==> src/rtl/dct_mac_if.sv <==
// Request handshake and MAC control bundle between the DCT block control,
// the MAC sequencer and the multiply-accumulate datapath it steers.
interface dct_mac_if #(
    parameter int IDX_W = 3,
    parameter int ROW_W = 3
);
    logic             start_valid;
    logic [ROW_W-1:0] coef_row;
    logic             start_ready;
    logic [IDX_W-1:0] mac_sel;
    logic [ROW_W-1:0] mac_row;
    logic             mult_en;
    logic             acc_en;
    logic             acc_clr;
    logic             res_valid;
    logic [ROW_W-1:0] res_row;
    logic             busy;

    modport master (
        output start_valid, coef_row,
        input  start_ready, mac_sel, mac_row, mult_en, acc_en, acc_clr,
               res_valid, res_row, busy
    );

    modport slave (
        input  start_valid, coef_row,
        output start_ready, mac_sel, mac_row, mult_en, acc_en, acc_clr,
               res_valid, res_row, busy
    );
endinterface

==> src/rtl/dct_mac_sequencer.sv <==
// Steps one DCT MAC through an N_TAPS-point dot product per request and
// aligns accumulator controls with a tag pipeline that follows the datapath.
module dct_mac_sequencer #(
    parameter int N_TAPS  = 8,
    parameter int IDX_W   = 3,
    parameter int ROW_W   = 3,
    parameter int MAC_LAT = 2
) (
    input  logic     clk,
    input  logic     rst,
    input  logic     stall,
    dct_mac_if.slave mac
);
    typedef enum logic [0:0] {
        IDLE  = 1'b0,
        ISSUE = 1'b1
    } state_t;

    localparam logic [IDX_W-1:0] K_LAST = IDX_W'(N_TAPS - 1);

    state_t           state_r, state_s;
    logic [IDX_W-1:0] k_r, k_s;
    logic [IDX_W-1:0] sel_r, sel_s;
    logic [ROW_W-1:0] row_r, row_s;
    logic             last_tap_s, ready_s, accept_s, issue_s;

    // Tag stage i carries {valid, first, last, row} for the tap i+1 cycles behind issue
    logic [MAC_LAT-1:0] tag_valid_r, tag_first_r, tag_last_r;
    logic [ROW_W-1:0]   tag_row_r [MAC_LAT];

    assign last_tap_s = (k_r == K_LAST);
    assign ready_s    = !rst && !stall &&
                        ((state_r == IDLE) || ((state_r == ISSUE) && last_tap_s));
    assign accept_s   = ready_s && mac.start_valid;
    assign issue_s    = (state_r == ISSUE) && !stall && !rst;

    // State, tap counter, row and last-issued index registers
    always_ff @(posedge clk) begin
        if (rst) begin
            state_r <= IDLE;
            k_r     <= {IDX_W{1'b0}};
            sel_r   <= {IDX_W{1'b0}};
            row_r   <= {ROW_W{1'b0}};
        end else begin
            state_r <= state_s;
            k_r     <= k_s;
            sel_r   <= sel_s;
            row_r   <= row_s;
        end
    end

    // Next-state logic; accepting in the final tap restarts k with no bubble
    always_comb begin
        state_s = state_r;
        k_s     = k_r;
        row_s   = row_r;
        if (issue_s) begin
            sel_s = k_r;
        end else begin
            sel_s = sel_r;
        end
        case (state_r)
            IDLE: begin
                if (accept_s) begin
                    state_s = ISSUE;
                    k_s     = {IDX_W{1'b0}};
                    row_s   = mac.coef_row;
                end else begin
                    state_s = IDLE;
                end
            end
            ISSUE: begin
                if (stall) begin
                    state_s = ISSUE;
                end else if (accept_s) begin
                    k_s   = {IDX_W{1'b0}};
                    row_s = mac.coef_row;
                end else if (last_tap_s) begin
                    state_s = IDLE;
                    k_s     = {IDX_W{1'b0}};
                end else begin
                    k_s = k_r + IDX_W'(1);
                end
            end
            default: begin
                state_s = IDLE;
                k_s     = {IDX_W{1'b0}};
            end
        endcase
    end

    // Tag pipeline shifts only on non-stalled cycles so pending results survive a stall
    always_ff @(posedge clk) begin
        if (rst) begin
            tag_valid_r <= {MAC_LAT{1'b0}};
            tag_first_r <= {MAC_LAT{1'b0}};
            tag_last_r  <= {MAC_LAT{1'b0}};
            for (int i = 0; i < MAC_LAT; i++) begin
                tag_row_r[i] <= {ROW_W{1'b0}};
            end
        end else if (!stall) begin
            tag_valid_r  <= {tag_valid_r[MAC_LAT-2:0], issue_s};
            tag_first_r  <= {tag_first_r[MAC_LAT-2:0], (k_r == {IDX_W{1'b0}})};
            tag_last_r   <= {tag_last_r[MAC_LAT-2:0], last_tap_s};
            tag_row_r[0] <= row_r;
            for (int i = 1; i < MAC_LAT; i++) begin
                tag_row_r[i] <= tag_row_r[i-1];
            end
        end else begin
            tag_valid_r <= tag_valid_r;
            tag_first_r <= tag_first_r;
            tag_last_r  <= tag_last_r;
        end
    end

    assign mac.start_ready = ready_s;
    assign mac.mult_en     = issue_s;
    assign mac.mac_sel     = (state_r == ISSUE) ? k_r : sel_r;
    assign mac.mac_row     = row_r;
    assign mac.acc_en      = tag_valid_r[MAC_LAT-2] && !stall && !rst;
    assign mac.acc_clr     = mac.acc_en && tag_first_r[MAC_LAT-2];
    assign mac.res_valid   = tag_valid_r[MAC_LAT-1] && tag_last_r[MAC_LAT-1] && !stall && !rst;
    assign mac.res_row     = tag_row_r[MAC_LAT-1];
    assign mac.busy        = (state_r == ISSUE) || (|tag_valid_r);
endmodule

==> src/flat_wrapper.sv <==
// flat-port wrapper written by rule: the top's interface ports become plain ports
module dct_mac_sequencer_flat 
#(
    parameter int N_TAPS  = 8,
    parameter int IDX_W   = 3,
    parameter int ROW_W   = 3,
    parameter int MAC_LAT = 2
)
  (clk, rst, stall, mac_start_valid, mac_coef_row, mac_start_ready, mac_mac_sel, mac_mac_row, mac_mult_en, mac_acc_en, mac_acc_clr, mac_res_valid, mac_res_row, mac_busy);
  dct_mac_if #(.IDX_W(IDX_W), .ROW_W(ROW_W)) mac_i ();
  input  logic clk;
  input  logic rst;
  input  logic stall;
  input wire logic [$bits(mac_i.start_valid)-1:0] mac_start_valid;
  input wire logic [$bits(mac_i.coef_row)-1:0] mac_coef_row;
  output wire logic [$bits(mac_i.start_ready)-1:0] mac_start_ready;
  output wire logic [$bits(mac_i.mac_sel)-1:0] mac_mac_sel;
  output wire logic [$bits(mac_i.mac_row)-1:0] mac_mac_row;
  output wire logic [$bits(mac_i.mult_en)-1:0] mac_mult_en;
  output wire logic [$bits(mac_i.acc_en)-1:0] mac_acc_en;
  output wire logic [$bits(mac_i.acc_clr)-1:0] mac_acc_clr;
  output wire logic [$bits(mac_i.res_valid)-1:0] mac_res_valid;
  output wire logic [$bits(mac_i.res_row)-1:0] mac_res_row;
  output wire logic [$bits(mac_i.busy)-1:0] mac_busy;
  assign mac_i.start_valid = mac_start_valid;
  assign mac_i.coef_row = mac_coef_row;
  assign mac_start_ready = mac_i.start_ready;
  assign mac_mac_sel = mac_i.mac_sel;
  assign mac_mac_row = mac_i.mac_row;
  assign mac_mult_en = mac_i.mult_en;
  assign mac_acc_en = mac_i.acc_en;
  assign mac_acc_clr = mac_i.acc_clr;
  assign mac_res_valid = mac_i.res_valid;
  assign mac_res_row = mac_i.res_row;
  assign mac_busy = mac_i.busy;
  dct_mac_sequencer #(.N_TAPS(N_TAPS), .IDX_W(IDX_W), .ROW_W(ROW_W), .MAC_LAT(MAC_LAT)) u_core (.clk(clk), .rst(rst), .stall(stall), .mac(mac_i));
endmodule
==> config.mk <==
export PLATFORM = sky130hd
export DESIGN_NAME = dct_mac_sequencer_flat
export DESIGN_NICKNAME = d
export VERILOG_FILES = /design/src/rtl/dct_mac_if.sv /design/src/rtl/dct_mac_sequencer.sv /design/src/flat_wrapper.sv
export SDC_FILE = /design/constraint.sdc
export NUM_CORES = 1
export LEC_CHECK = 0
export ABC_AREA = 0
export CAP_MARGIN = 30
export CORE_MARGIN = 10
export CORE_UTILIZATION = 45
export CTS_BUF_LIST = sky130_fd_sc_hd__clkbuf_2
export CTS_CLUSTER_DIAMETER = 150
export DETAILED_ROUTE_END_ITERATION = 10
export PLACE_DENSITY = 0.85
export SLEW_MARGIN = 20
export SYNTH_ARGS = -nofsm -noshare
export SYNTH_HDL_FRONTEND = slang
export SYNTH_SLANG_ARGS = --single-unit
==> constraint.sdc <==
create_clock -name clk -period 2.02 [get_ports clk]
set_clock_uncertainty 0.1 [all_clocks]
set_input_delay 0.202 -clock clk [delete_from_list [all_inputs] [get_ports clk]]
set_output_delay 0.202 -clock clk [all_outputs]
set_load 0.005 [all_outputs]
Word level (Yosys, flattened, before mapping)
Memories as Yosys holds them, arrays and structs flattened.
Cells that the tools add are included.
{ "classes": {"addsub": 1, "n_mux": 21, "n_reduce_logical": 19, "bitwise_logic": 3, "eq_ne": 3} }
{ "ops": {"columns": ["operator", "n"], "rows": [
  ["$mux W3", 9],
  ["$logic_and A1 B1 Y1", 12],
  ["$pmux W3 S2", 2],
  ["$mux W1", 9],
  ["$add A3 B1 Y3 const B", 1],
  ["$eq A3 B3 Y1 const B", 1],
  ["$logic_not A3 Y1", 1],
  ["$logic_not A1 Y1", 2],
  ["$logic_or A1 B1 Y1", 2],
  ["$ne A2 B1 Y1 const B", 1],
  ["$ne A2 B2 Y1 const B", 1],
  ["$or A1 B1 Y1", 2],
  ["$pmux W1 S2", 1],
  ["$reduce_and A2 Y1", 1],
  ["$reduce_or A2 Y1", 1],
  ["$not A1 Y1", 1]
]} }
{ "word_totals": {"regBits": 15, "ramBits": 6, "wordCells": 55, "memories": 1} }
{ "mem_list": {"columns": ["name", "words", "width", "rd", "rd_clocked_by_memory_dff", "write_ports", "line", "source"], "rows": [
  ["u_core.tag_row_r", 2, 3, 2, 0, 2, "dct_mac_sequencer.sv:29", "logic [ROW_W-1:0] tag_row_r [MAC_LAT];"]
]} }

Longest topological paths before layout
{ "logic_depth": {"depth_word": 8, "depth_mapped": 6, "mapped_depth_nobuf": 5} }

Worst setup path before layout
OpenSTA, ideal clock, no wires.
{ "synth_path": {"kind": "reg-to-reg", "from": "reg u_core.k_r[0]", "to": "reg u_core.row_r[0] (netlist: u_core.mac.mac_row[0])", "required_ns": 1.799, "n_path_buf": 1, "slack_ns": 0.318, "arrival_time_ns": 1.480, "stages_incl_launch_ff": 7, "synth_period_minus_slack_ns": 1.702, "cell_sequence": "dfxtp_1 -> ha_1 -> ha_1 -> and2b_1 -> and3b_1 -> buf_6 -> mux2_4"} }
{ "synth_between": {"elab_chain_len": 8} }
{ "synth_rtl": {"columns": ["element", "line", "source"], "rows": [
  ["from (decl)", "dct_mac_sequencer.sv:22", "logic [IDX_W-1:0] k_r, k_s;"],
  ["from (signal assigned)", "dct_mac_sequencer.sv:41", "k_r <= {IDX_W{1'b0}};"],
  ["from (signal assigned)", "dct_mac_sequencer.sv:46", "k_r <= k_s;"],
  ["$eq A3 B3 Y1 (*)", "dct_mac_sequencer.sv:31", "assign last_tap_s = (k_r == K_LAST);"],
  ["via u_core.last_tap_s", "dct_mac_sequencer.sv:25", "logic last_tap_s, ready_s, accept_s, issue_s;"],
  ["$logic_and A1 B1 Y1 (*)", "dct_mac_sequencer.sv:33", "((state_r == IDLE) || ((state_r == ISSUE) && last_tap_s));"],
  ["$logic_or A1 B1 Y1 (*)", "dct_mac_sequencer.sv:33", null],
  ["$logic_and A1 B1 Y1 (*)", "dct_mac_sequencer.sv:32", "assign ready_s = !rst && !stall &&"],
  ["$logic_and A1 B1 Y1 (*)", "dct_mac_sequencer.sv:34", "assign accept_s = ready_s && mac.start_valid;"],
  ["$mux W3 (*)", null, null],
  ["$mux W3", null, null],
  ["$pmux W3 S2 (*)", null, null],
  ["to (signal assigned)", "dct_mac_sequencer.sv:43", "row_r <= {ROW_W{1'b0}};"],
  ["to (signal assigned)", "dct_mac_sequencer.sv:48", "row_r <= row_s;"],
  ["to (decl)", "dct_mac_sequencer.sv:24", "logic [ROW_W-1:0] row_r, row_s;"]
]} }
Mark *: on every way through the listed nets, which the timed path passes. The rest lies on a longest branch. The select of a mux whose other input is x is not followed.
A chain may end at the register's enable or synchronous reset.

Worst setup path in the final report
{ "layout_path": {"from": "reg u_core.k_r[0]", "to": "out mac_start_ready"} }
{ "layout_between": {"elab_chain_len": 4} }
{ "layout_rtl": {"columns": ["element", "line", "source"], "rows": [
  ["$eq A3 B3 Y1", "dct_mac_sequencer.sv:31", null],
  ["via u_core.last_tap_s", "dct_mac_sequencer.sv:25", null],
  ["$logic_and A1 B1 Y1", "dct_mac_sequencer.sv:33", null],
  ["$logic_or A1 B1 Y1", "dct_mac_sequencer.sv:33", null],
  ["$logic_and A1 B1 Y1", "dct_mac_sequencer.sv:32", null],
  ["to (decl)", "flat_wrapper.sv:16", "output wire logic [$bits(mac_i.start_ready)-1:0] mac_start_ready;"]
]} }
The timed path passes the listed nets, and every way through them passes these cells.

==> flow_metrics.py <==
metrics = {
    "clocking": {
        "htreeDepth": 1,
        "cts_tree": "done",
        "clk_pin_slew_ns": 0.21,
        "clockRootBuffer": "clkbuf_2",
        "cts_buffers": 3,
        "cts_buffer_depth": 2,
        "hold_buffers": 0,
        "clk_latency_ns": 0.33,
        "cts.sinks": 21,
    },
    "status": {
        "status": "finished clean",
    },
    "worst_setup_path": {
        "path_class": "flop to primary output",
        "crit_slowest_cell": "dfxtp_2",
        "rr_worst_depth": 5,
        "cp_top_family": "flip-flops",
        "critPathRequiredTime_ns": 1.72,
        "critPathBufInv": 1,
        "crit_fanout": 3,
        "end_kind": "primary output",
        "arrival_ns": 1.61,
        "path_cells": "ha_1 > ha_2 > and2b_1 > nor3_2 > clkdlybuf4s15_1",
        "startpoint_type": "flop",
        "slowest_delay_ns": 0.39,
        "cp.depth": 5,
    },
    "drt": {
        "drt-initial-drc-count": 21,
        "routedWlPerCell_um": 13.3,
        "drc_errors": 0,
        "first_pass_iters": 4,
        "wl_um": 1870,
        "ant_nets": 0,
        "vias_per_cell": 4.84,
        "vias": 683,
    },
    "pwr": {
        "p_seq_share_pct": 62.7,
        "p_comb_share_pct": 12.8,
        "vdd_drop_max_uv": 392,
        "cellPowerDensity_nw_per_um2": 592,
        "power_switching_uw": 181,
        "total_power_uw": 732,
        "p_leak_uw": 0.000502,
        "p_int_uw": 551,
        "sw_frac_of_total_pct": 24.7,
        "pwr-share-clk_pct": 24.6,
    },
    "cells_and_area": {
        "fin_nets": 125,
        "final_cell_mix": "clkdlybuf4s50_1 (20), dfxtp_1 (12), nor2_1 (11)",
        "drive_above_1_share_pct": 20.2,
        "final_common_cell": "clkdlybuf4s50_1",
        "antenna_cells": 0,
        "area_growth_pct": 27.3,
    },
    "floorplan": {
        "ioPinCount": 22,
        "die_x_um": 66.5,
        "core-area_um2": 2000,
        "start_util_pct": 48.5,
        "core.rowCount": 16,
        "die-area_um2": 4420,
        "fp.dieH_um": 66.5,
    },
    "timing": {
        "max_slew_margin_pct": 81.4,
        "hold_viol": 0,
        "finalSetupViolations": 0,
        "tns_ns": 0,
        "slew_violations": 0,
        "period_share_pct": 94.4,
        "period_minus_slack_ns": 1.91,
        "grt_setup_unrepaired": "no",
        "fmax_mhz": 524,
        "worstMarginPinSlew_ns": 0.279,
        "worst_slack_ns": 0.113,
    },
    "worst_hold_path": {
        "holdPathStages": 2,
        "min_path_type": "primary input to flop",
    },
    "synth": {
        "syn_area_um2": 971,
        "synth.distinct_cells": 24,
        "synth-seq-cells": 21,
        "synth_area_per_cell_um2": 10.6,
        "yosys_warnings": 0,
        "synth_seq_area_share_pct": 49.5,
        "synthCells": 92,
        "syn_nets": 102,
    },
    "flow_run": {
        "max_cap_viol_count": 0,
    },
    "grt": {
        "first_global_vias": 709,
        "grt_antenna_before_repair": 0,
        "grt_start_max_net_pins": 17,
        "grt_overflow": 0,
        "grt_usage_pct": 8.87,
        "grt_pass1_wl_um": 3040,
    },
    "place": {
        "io_buffers": 21,
        "gp_congestion": 0.778,
        "place_ws_ns": 0.0659,
        "hpwl_um": 1440,
    },
}
[per-layer routing]
metal	global-route usage (%)	vias up	wire [µm]
met2	15.6	19	947
met5	0	-	0
li1	-	345	-
met3	3.01	4	142
met4	4.71	0	24
met1	9.08	315	758
[kinds of logic after synthesis]
family / after synthesis / share of synthesized area, %
buffers and inverters: 12 / 7.73
and+or+nand+nor: 37 / 20.2
AOI/OAI and AO/OA: 6 / 3.35
adders and majority gates: 3 / 3.87
DFF: 21 / 49.5
muxes: 13 / 15.3
[cell usage after synthesis]
| cell type | count | share of area (%) |
|---|---|---|
| ha_1 | 3 | 3.9 |
| buf_6 | 2 | 2.3 |
| buf_2 | 3 | 1.5 |
| nand2b_1 | 2 | 1.3 |
| and2b_1 | 1 | 0.77 |
| edfxtp_1 | 6 | 19 |
| and3_1 | 2 | 1.3 |
| nor2_1 | 12 | 4.6 |
| mux2i_1 | 7 | 7.2 |
| a21oi_1 | 4 | 2.1 |
| and3b_1 | 1 | 0.90 |
| buf_4 | 3 | 2.3 |
| dfxtp_1 | 15 | 31 |
| mux2_4 | 3 | 4.6 |
| mux2_2 | 3 | 3.5 |
| o21ai_0 | 1 | 0.51 |
| nor2b_1 | 5 | 3.2 |
| or3_1 | 1 | 0.64 |
| nor3_1 | 3 | 1.5 |
| inv_1 | 2 | 0.77 |
| a22oi_1 | 1 | 0.77 |
| clkbuf_1 | 2 | 0.77 |
| nand2_1 | 2 | 0.77 |
| and2_1 | 8 | 5.2 |
[flip-flops by register name, summed over array words and instances, names as in the netlist]
name / cells
u_core.state_r: 1
u_core.tag_valid_r: 2
u_core.sel_r: 3
u_core.tag_row_r: 6
u_core.tag_last_r: 2
u_core.k_r: 3
u_core.mac.mac_row: 3
u_core.tag_first_r: 1
[final cells by class]
cell class	instances	area [µm²]
Fill cell	169	766
Sequential cell	21	484
Multi-Input combinational cell	59	425
Timing Repair Buffer	28	263
Tap cell	27	33.8
Clock buffer	3	15.0
Clock inverter	1	7.51
Inverter	2	7.51
[metrics by stage]
step                instance area (µm²)  cells  hold WS, ns  utilization, %
floorplan                           971     92        0.245               -
global placement                   1190    136        0.352            59.6
detailed placement                 1190    136        0.355            59.6
CTS                                1220    141        0.356            61.2
global route                       1240    141        0.344            61.8
finish                             1240    141        0.362            61.8
[path summary, 6_finish.rpt]
check	startpoint	end	slack, ns
setup reg to reg	u_core.k_r[0]	u_core.mac.mac_row[0]	0.21
hold / removal	mac_coef_row[2]	u_core.mac.mac_row[2]	0.36
hold reg to reg	u_core.tag_last_r[0]	u_core.tag_last_r[0]	0.38
setup / recovery	u_core.k_r[0]	mac_start_ready	0.11
[power groups by stage]
stage               combinational, µW  sequential (µW)  clock, µW
finish                           93.4              459        180
CTS                              93.1              459        181
global placement                 90.4              466          0
floorplan                        54.4              463          0
global route                      102              461        193
detailed placement               93.3              468          0
[what timing repair did]
action                                  in CTS  in global routing
resized for setup                            4                  4
setup buffers                                1                  0
endpoints found under the setup margin       2                  5
gates cloned                                 0                  0
Power figures use the tool's default switching activity.
